<file path="src/rtl/arb_pkg.sv">
// Shared definitions for the burst grant multiplexer.
//   arb_state_t     : IDLE (arbitrating) / LOCKED (burst in flight)
//   onehot_to_idx() : index of the set bit of a one-hot vector (up to 32 bits)
package arb_pkg;

   typedef enum logic {IDLE = 1'b0, LOCKED = 1'b1} arb_state_t;

   // OR-ing the indices of all set bits gives the index of the single set bit
   // of a one-hot vector. This is cheaper than a priority encoder. An all-zero
   // input yields 0.
   function automatic int unsigned onehot_to_idx(input logic [31:0] oh);
      int unsigned idx;
      idx = 0;
      for (int i = 0; i < 32; i++)
         if (oh[i]) idx = idx | unsigned'(i);
      return idx;
   endfunction

endpackage

</file>
<file path="src/rtl/fixed_priority_arbiter.sv">
// Combinational fixed-priority arbiter: the lowest set request index wins.
//   req   in  WIDTH  request vector
//   grant out WIDTH  one-hot grant, zero when no request
module fixed_priority_arbiter #(
   parameter int WIDTH = 4
) (
   input  logic [WIDTH-1:0] req,
   output logic [WIDTH-1:0] grant
);

   // x & -x isolates the lowest set bit
   assign grant = req & (~req + WIDTH'(1));

endmodule

</file>
<file path="src/rtl/burst_grant_mux.sv">
// Burst-locked grant multiplexer. Arbitrates among WIDTH requesters in IDLE.
// It then locks the winner for a whole burst and steers that requester's
// valid/data/last stream onto one shared valid/ready output port.
//   clk, rst           clock / async active-high reset
//   s_valid[WIDTH]     per-requester valid (also the arbiter request vector)
//   s_data[WIDTH*DW]   packed per-requester data
//   s_last[WIDTH]      per-requester end-of-burst
//   s_ready[WIDTH]     per-requester ready, one-hot or zero
//   m_valid/m_data/m_last/m_ready  shared output handshake
//   m_src              index of the locked requester
//   grant              registered one-hot lock, zero when idle
//   err_long           one-cycle pulse after a forced release at MAX_BEATS
module burst_grant_mux
   import arb_pkg::*;
#(
   parameter int  WIDTH     = 4,
   parameter int  DW        = 32,
   parameter int  MAX_BEATS = 16,
   localparam int SW        = (WIDTH > 1) ? $clog2(WIDTH) : 1
) (
   input  logic                clk,
   input  logic                rst,
   input  logic [WIDTH-1:0]    s_valid,
   input  logic [WIDTH*DW-1:0] s_data,
   input  logic [WIDTH-1:0]    s_last,
   output logic [WIDTH-1:0]    s_ready,
   output logic                m_valid,
   output logic [DW-1:0]       m_data,
   output logic                m_last,
   output logic [SW-1:0]       m_src,
   input  logic                m_ready,
   output logic [WIDTH-1:0]    grant,
   output logic                err_long
);

   localparam int CW = $clog2(MAX_BEATS + 1);

   arb_state_t       state;
   logic [CW-1:0]    beat_cnt;
   logic [WIDTH-1:0] arb_grant;
   logic [SW-1:0]    arb_idx;
   logic             locked;
   logic             beat;
   logic [DW-1:0]    s_data_arr [WIDTH];

   fixed_priority_arbiter #(.WIDTH(WIDTH)) u_arb (
      .req   (s_valid),
      .grant (arb_grant)
   );

   assign arb_idx = SW'(onehot_to_idx(32'(arb_grant)));

   for (genvar i = 0; i < WIDTH; i++) begin : g_unpack
      assign s_data_arr[i] = s_data[i*DW +: DW];
   end

   // The output mux is purely combinational. Gating with the lock keeps every
   // output at zero while idle, even though m_src still points at the last owner.
   always_comb begin
      locked  = (state == LOCKED);
      m_valid = locked & s_valid[m_src];
      m_last  = locked & s_last[m_src];
      m_data  = locked ? s_data_arr[m_src] : '0;
      s_ready = grant & {WIDTH{m_ready}};
   end

   assign beat = m_valid & m_ready;

   always_ff @(posedge clk or posedge rst) begin
      if (rst) begin
         state    <= IDLE;
         grant    <= '0;
         m_src    <= '0;
         beat_cnt <= '0;
         err_long <= 1'b0;
      end else begin
         err_long <= 1'b0;
         case (state)
            IDLE: begin
               if (|s_valid) begin
                  grant    <= arb_grant;
                  m_src    <= arb_idx;
                  beat_cnt <= '0;
                  state    <= LOCKED;
               end
            end
            LOCKED: begin
               if (beat) begin
                  beat_cnt <= beat_cnt + CW'(1);
                  // A real last takes precedence over the length limit.
                  if (m_last) begin
                     state <= IDLE;
                     grant <= '0;
                  end else if (beat_cnt == CW'(MAX_BEATS - 1)) begin
                     state    <= IDLE;
                     grant    <= '0;
                     err_long <= 1'b1;
                  end
               end
            end
            default: state <= IDLE;
         endcase
      end
   end

endmodule
</file>
<file path="config.mk">
export PLATFORM = sky130hd
export DESIGN_NAME = burst_grant_mux
export DESIGN_NICKNAME = d
export VERILOG_FILES = /design/src/rtl/arb_pkg.sv /design/src/rtl/fixed_priority_arbiter.sv /design/src/rtl/burst_grant_mux.sv
export SDC_FILE = /design/constraint.sdc
export NUM_CORES = 1
export LEC_CHECK = 0
export CAP_MARGIN = 0
export CORE_ASPECT_RATIO = 2
export CORE_UTILIZATION = 26
export DETAILED_ROUTE_END_ITERATION = 10
export GPL_TIMING_DRIVEN = 0
export PLACE_DENSITY_LB_ADDON = 0.08
export SLEW_MARGIN = 20
export SYNTH_ARGS = -nofsm -noshare
export SYNTH_HDL_FRONTEND = slang
export SYNTH_SLANG_ARGS = --single-unit
</file>
<file path="constraint.sdc">
create_clock -name clk -period 1.55 [get_ports clk]
set_input_delay 0.2325 -clock clk [delete_from_list [all_inputs] [get_ports clk]]
set_output_delay 0.2325 -clock clk [all_outputs]
set_load 0.01 [all_outputs]
</file>
==> results.sh, run 1 <==
export IMPL_worst_slack_ns=-0.4618
export IMPL_antenna_found_initial=0
export IMPL_synthCells=152
export IMPL_hold_viol=0
export IMPL_globalplace_congestion=0.8299
export IMPL_numCtsBuffers=3
export IMPL_post_route_util_pct=67.32
export IMPL_die_height_um=117.8
export IMPL_n_antenna_cell=0
export IMPL_cp_max_fo=5
export IMPL_die_width_um=59.90
export IMPL_crit_arrival_ns=1.78
export IMPL_preCtsSetupSlack_ns=-0.7518
export IMPL_setup_tns_ns=-17.11
export IMPL_synth_distinct_cells=35
export IMPL_cp_common_cell="buf_6"
export IMPL_synthTopCellsByArea="mux4_2 (44%), dfrtp_1 (19%), and2_1 (14%), clkbuf_1 (1.9%), inv_1 (1.7%)"
export IMPL_initial_utilization_pct=27.18
export IMPL_cts_sinks=13
export IMPL_fmax_mhz=497.1
export IMPL_boundaryPins=184
export IMPL_cts_tree="done"
export IMPL_ir_drop_mv=1.253
export IMPL_htree_levels=1
export IMPL_skew_ns=0.002433
export IMPL_grt_ovfl_total=0
export IMPL_start_kind="flop"
export IMPL_mostFrequentLayoutCells="clkdlybuf4s50_1 (143), buf_6 (40), mux4_2 (34)"
export IMPL_crit_required_ns=1.32
export IMPL_routed_via_count=2224
export IMPL_detail_route_antenna_nets=0
export IMPL_drc=0
export IMPL_wl_um=8440
export IMPL_period_share_pct=129.8
export IMPL_clockBufferDepth=2
export IMPL_slew_headroom_pct=57.87
export IMPL_cpMaxStageDelayCell="mux4_2"
export IMPL_syn_avg_cell_area_um2=11.47
export IMPL_place_hpwl_um=6587
export IMPL_drive_gt1_share_pct=42.46
export IMPL_clk_latency_ns=0.25
export IMPL_syn2layout_area_growth_pct=147.7
export IMPL_grt_pass1_vias=2396
export IMPL_final_setup_viol_count=45
export IMPL_synth_nets=293
export IMPL_synth_seq_area_share_pct=18.66
export IMPL_critPathTopFamily="multiplexers"
export IMPL_nNetsFinal=500
export IMPL_drv_cap=0
export IMPL_grt_use_total_pct=23.38
export IMPL_ys_ff_latch=13
export IMPL_viasPerCell=5.009
export IMPL_failed_checks="setup timing"
export IMPL_hold_buffers=0
export IMPL_first_pass_iters=6
export IMPL_clk_pin_slew_ns=0.05
export IMPL_power_leakage_nw=1.768
export IMPL_hp_class="primary input to asynchronous set/reset pin"
export IMPL_wire_per_inst_um=19.01
export IMPL_crit_chain="buf_8 -> buf_6 -> buf_12 -> mux4_2 -> and2_4 -> buf_6"
export IMPL_tightest_slew_ns=0.6320
export IMPL_grt_pass1_wl_um=12440
export IMPL_yosysTopAreaCellShare_pct=43.93
export IMPL_grt_max_degree=14
export IMPL_rsz0062_at_grt="yes"
export IMPL_path_class="flop to output port"
export IMPL_mostFrequentLayoutCell="clkdlybuf4s50_1"
export IMPL_fp_coreArea_um2=6412
export IMPL_synth_top_cell_by_area="mux4_2"
export IMPL_status="complete, but fails checks"
export IMPL_drv_slew=0
export IMPL_drt_iter0_drc=52
export IMPL_cts_root_buf="clkbuf_16"
export IMPL_rows=41
export IMPL_syn_cell_area_um2=1743
export IMPL_die_area_um2=7055
export IMPL_cp_slowest_stage_delay_ns=0.49
export IMPL_end_kind="output port"
export IMPL_port_buffer_count=183
export IMPL_critPathBufInv=4
export IMPL_synth_warnings=0
export IMPL_powerDensity_nw_per_um2=1693
export IMPL_min_period_ns=2.012
stage by stage:
step                      power, mW  cells  hold WS [ns]  area, um2
after CTS                     7.105    441        0.3389       4229
after floorplan               3.563    152        0.1095       1871
after detailed placement      5.612    421        0.4968       3810
after global routing          7.717    444        0.3645       4317
final                         7.307    444        0.3160       4317
after global placement        5.557    421        0.4966       3810
cell usage after synthesis, drive strengths merged:
cell and instances:
nor3 2, nand4 2, dfrtp 13, a21oi 2, o21ai 2, o32ai 2
nand2b 1, or2 1, nand2 4, nor4 1, a311o 1, o2bb2ai 1
nor3b 1, nor2 3, o22a 1, a211o 1, a31o 5, and2 39
inv 8, nand3b 1, buf 6, o221ai 1, nor4b 1, o31ai 1
mux4 34, ha 2, clkbuf 9, mux2i 2, and3 3, or3 1
o22ai 1
routing by layer:
layer	GRT usage (%)	vias up	part of all wire, %	wire, um
met3	4.505	16	8.4	708
li1	-	1008	-	-
met4	7.558	0	3.0	255
met5	0	-	0	0
met1	23.47	1086	32	2724
met2	44.72	114	56	4751
cells by family (layout without fill, tap and decap cells):
group                      after synthesis  in the layout  synth area share [%]
and+or+nand+nor                         60             61                 20.82
DFF                                     13             13                 18.66
buffers and inverters                   23            228                 5.887
muxes                                   36             36                 45.08
adders and majority gates                2              2                 1.436
AOI/OAI and AO/OA                       18             18                 8.113
worst paths after layout:
path / start / end / slack, ns / depth (start not counted)
hold / removal: rst / err_long$_DFF_PP0_ / 0.32 / 2
setup reg to reg: m_src[0]$_DFFE_PP0P_ / beat_cnt[2]$_DFFE_PP0P_ / -0.32 / 9
setup / recovery: m_src[0]$_DFFE_PP0P_ / m_data[10] / -0.46 / 6
max in group asynchronous: rst / m_src[0]$_DFFE_PP0P_ / 0.89 / 2
min in group clk: s_valid[0] / m_src[1]$_DFFE_PP0P_ / 0.42 / 2
hold reg to reg: beat_cnt[0]$_DFFE_PP0P_ / beat_cnt[0]$_DFFE_PP0P_ / 0.51 / 1
layout make-up:
type / instances / area [um2]
timing repair buffer: 201 / 2127
fill: 514 / 2096
multi-input combinational: 117 / 1514
sequential: 13 / 325.3
buffer: 15 / 133.9
tap: 86 / 107.6
clock buffer: 4 / 78.83
inverter: 8 / 30.03
power by group:
group,switching [mW],internal (mW)
Sequential,0.123,0.479
Combinational,2.21,4.00
Clock,0.150,0.348
sequential cells by signal, indices dropped and copies added, names as in the netlist:
name and count:
beat_cnt 5, grant 4, m_src 2, err_long 1, locked 1
repair_timing:
action	CTS	global route
pin swaps	4	3
gates cloned	4	1
setup buffers	12	4
setup endpoints to repair	49	46
gates resized for setup	215	15
No activity file was read; power rests on OpenSTA's default activity.
==> run 2, diff against run 1 <==
--- a/config.mk
+++ b/config.mk
@@ -10,7 +10,8 @@
 export CORE_UTILIZATION = 26
 export DETAILED_ROUTE_END_ITERATION = 10
 export GPL_TIMING_DRIVEN = 0
-export PLACE_DENSITY_LB_ADDON = 0.08
+export PLACE_DENSITY = 0.78
+export SKIP_LAST_GASP = 1
 export SLEW_MARGIN = 20
 export SYNTH_ARGS = -nofsm -noshare
 export SYNTH_HDL_FRONTEND = slang
==> results.sh, run 2 (same netlist as run 1, synthesis figures left out) <==
export IMPL_drc=0
export IMPL_globalplace_congestion=0.8817
export IMPL_largest_register_ffs=5
export IMPL_preCtsSetupSlack_ns=-0.7773
export IMPL_nNetsFinal=500
export IMPL_numCtsBuffers=3
export IMPL_status="complete, but fails checks"
export IMPL_fmax_mhz=478.9
export IMPL_failed_checks="setup timing"
export IMPL_rsz0062_at_grt="yes"
export IMPL_rrSetupSlack_ns=-0.30
export IMPL_drv_cap=0
export IMPL_mostFrequentLayoutCells="clkdlybuf4s50_1 (143), buf_6 (37), mux4_2 (34)"
export IMPL_syn2layout_area_growth_pct=143.9
export IMPL_slew_headroom_pct=64.61
export IMPL_hp_class="primary input to asynchronous set/reset pin"
export IMPL_rr_endpoint="grant[3]$_DFFE_PP0P_"
export IMPL_min_period_ns=2.088
export IMPL_boundaryPins=184
export IMPL_die_area_um2=7055
export IMPL_reg_top3="beat_cnt (5), grant (4), m_src (2)"
export IMPL_period_share_pct=134.7
export IMPL_grt_pass1_vias=2427
export IMPL_hold_buffers=0
export IMPL_drive_gt1_share_pct=41.62
export IMPL_mostFrequentLayoutCell="clkdlybuf4s50_1"
export IMPL_port_buffer_count=183
export IMPL_rr_worst_depth=7
export IMPL_clk_latency_ns=0.25
export IMPL_path_class="flop to output port"
export IMPL_hold_viol=0
export IMPL_wl_um=8583
export IMPL_detail_route_antenna_nets=0
export IMPL_rows=41
export IMPL_routed_via_count=2267
export IMPL_grt_ovfl_total=0
export IMPL_grt_max_degree=14
export IMPL_viasPerCell=5.106
export IMPL_grt_pass1_wl_um=12760
export IMPL_final_setup_viol_count=45
export IMPL_r2r_start="m_src[0]$_DFFE_PP0P_"
export IMPL_end_kind="output port"
export IMPL_powerDensity_nw_per_um2=1657
export IMPL_regMostFlops="beat_cnt"
export IMPL_fp_coreArea_um2=6412
export IMPL_cts_root_buf="clkbuf_16"
export IMPL_cts_sinks=13
export IMPL_antenna_found_initial=0
export IMPL_die_width_um=59.90
export IMPL_tightest_slew_ns=0.5303
export IMPL_cts_tree="done"
export IMPL_crit_required_ns=1.32
export IMPL_n_antenna_cell=0
export IMPL_skew_ns=0.002912
export IMPL_clockBufferDepth=2
export IMPL_htree_levels=1
export IMPL_fillerInstances=504
export IMPL_cp_max_fo=5
export IMPL_drt_iter0_drc=98
export IMPL_grt_use_total_pct=24.41
export IMPL_clk_pin_slew_ns=0.04
export IMPL_wire_per_inst_um=19.33
export IMPL_first_pass_iters=4
export IMPL_drv_slew=0
export IMPL_die_height_um=117.8
export IMPL_ir_drop_mv=0.7157
export IMPL_power_leakage_nw=1.746
export IMPL_crit_arrival_ns=1.86
export IMPL_initial_utilization_pct=27.18
export IMPL_place_hpwl_um=6916
export IMPL_start_kind="flop"
export IMPL_worst_slack_ns=-0.5383
export IMPL_total_power_mw=7.042
[run 2: changes by cell type in the layout (fill, tap and decap cells not counted), moves of 2 or more]
cell / change
buf_4: +4
and2_1: +3
and2_4: -3
buf_6: -3
buf_2: +2
[run 2: cell type report]
class	count	area, um2	area share, %
tap	86	107.6	2.532
multi-input combinational	117	1491	35.09
clock buffer	4	78.83	1.855
sequential	13	325.3	7.654
timing repair buffer	202	2091	49.19
buffer	14	126.4	2.973
inverter	8	30.03	0.7065
[run 2: stage by stage]
stage / std cells / hold WS (ns) / TNS, ns / instance area [um2] / util (%)
floorplan: 152 / 0.1095 / -1.776 / 1871 / -
global placement: 421 / 0.4897 / -25.34 / 3810 / 59.41
detailed placement: 421 / 0.5041 / -26.37 / 3810 / 59.41
CTS: 439 / 0.3448 / -16.19 / 4168 / 65.00
global route: 444 / 0.3883 / -19.24 / 4250 / 66.28
finish: 444 / 0.3247 / -17.26 / 4250 / 66.28
[run 2: timing repair]
| item | 4_1_cts | 5_1_grt |
|---|---|---|
| setup buffers | 12 | 8 |
| gates resized for setup | 201 | 10 |
| cloned | 4 | 0 |
| endpoints found under the setup margin | 49 | 46 |
| pin swaps | 7 | 4 |
[run 2: worst max path at each step]
stage	start	to	slack [ns]	cells past startpoint
after floorplan	m_src[0]$_DFFE_PP0P_	m_data[22]	-0.07	4
after global placement	s_valid[0]	m_valid	-0.74	4
after detailed placement	s_valid[0]	m_valid	-0.78	4
after CTS	m_src[0]$_DFFE_PP0P_	m_data[3]	-0.52	7
after global routing	m_src[0]$_DFFE_PP0P_	m_data[2]	-0.60	7
final	m_src[0]$_DFFE_PP0P_	m_data[13]	-0.54	7
[run 2: power breakdown]
part | total (mW) | switching, mW | internal, mW
logic | 5.94 | 2.13 | 3.81
clock network | 0.493 | 0.146 | 0.347
registers | 0.610 | 0.131 | 0.479
[run 2: critical path, stage by stage (launching register included)]
cell     delay [ns]
dfrtp_1        0.39
buf_6          0.13
buf_12         0.13
buf_16         0.13
buf_6          0.11
mux4_2         0.42
and2_4         0.18
buf_6          0.11
[run 2: metal layers]
layer / part of all wire (%) / vias up / routed length (um) / track usage (%)
li1: - / 1009 / - / -
met1: 30 / 1105 / 2581 / 22.63
met2: 57 / 124 / 4923 / 46.53
met3: 8.4 / 29 / 721 / 5.275
met4: 4.1 / 0 / 356 / 11.34
met5: 0 / - / 0 / 0
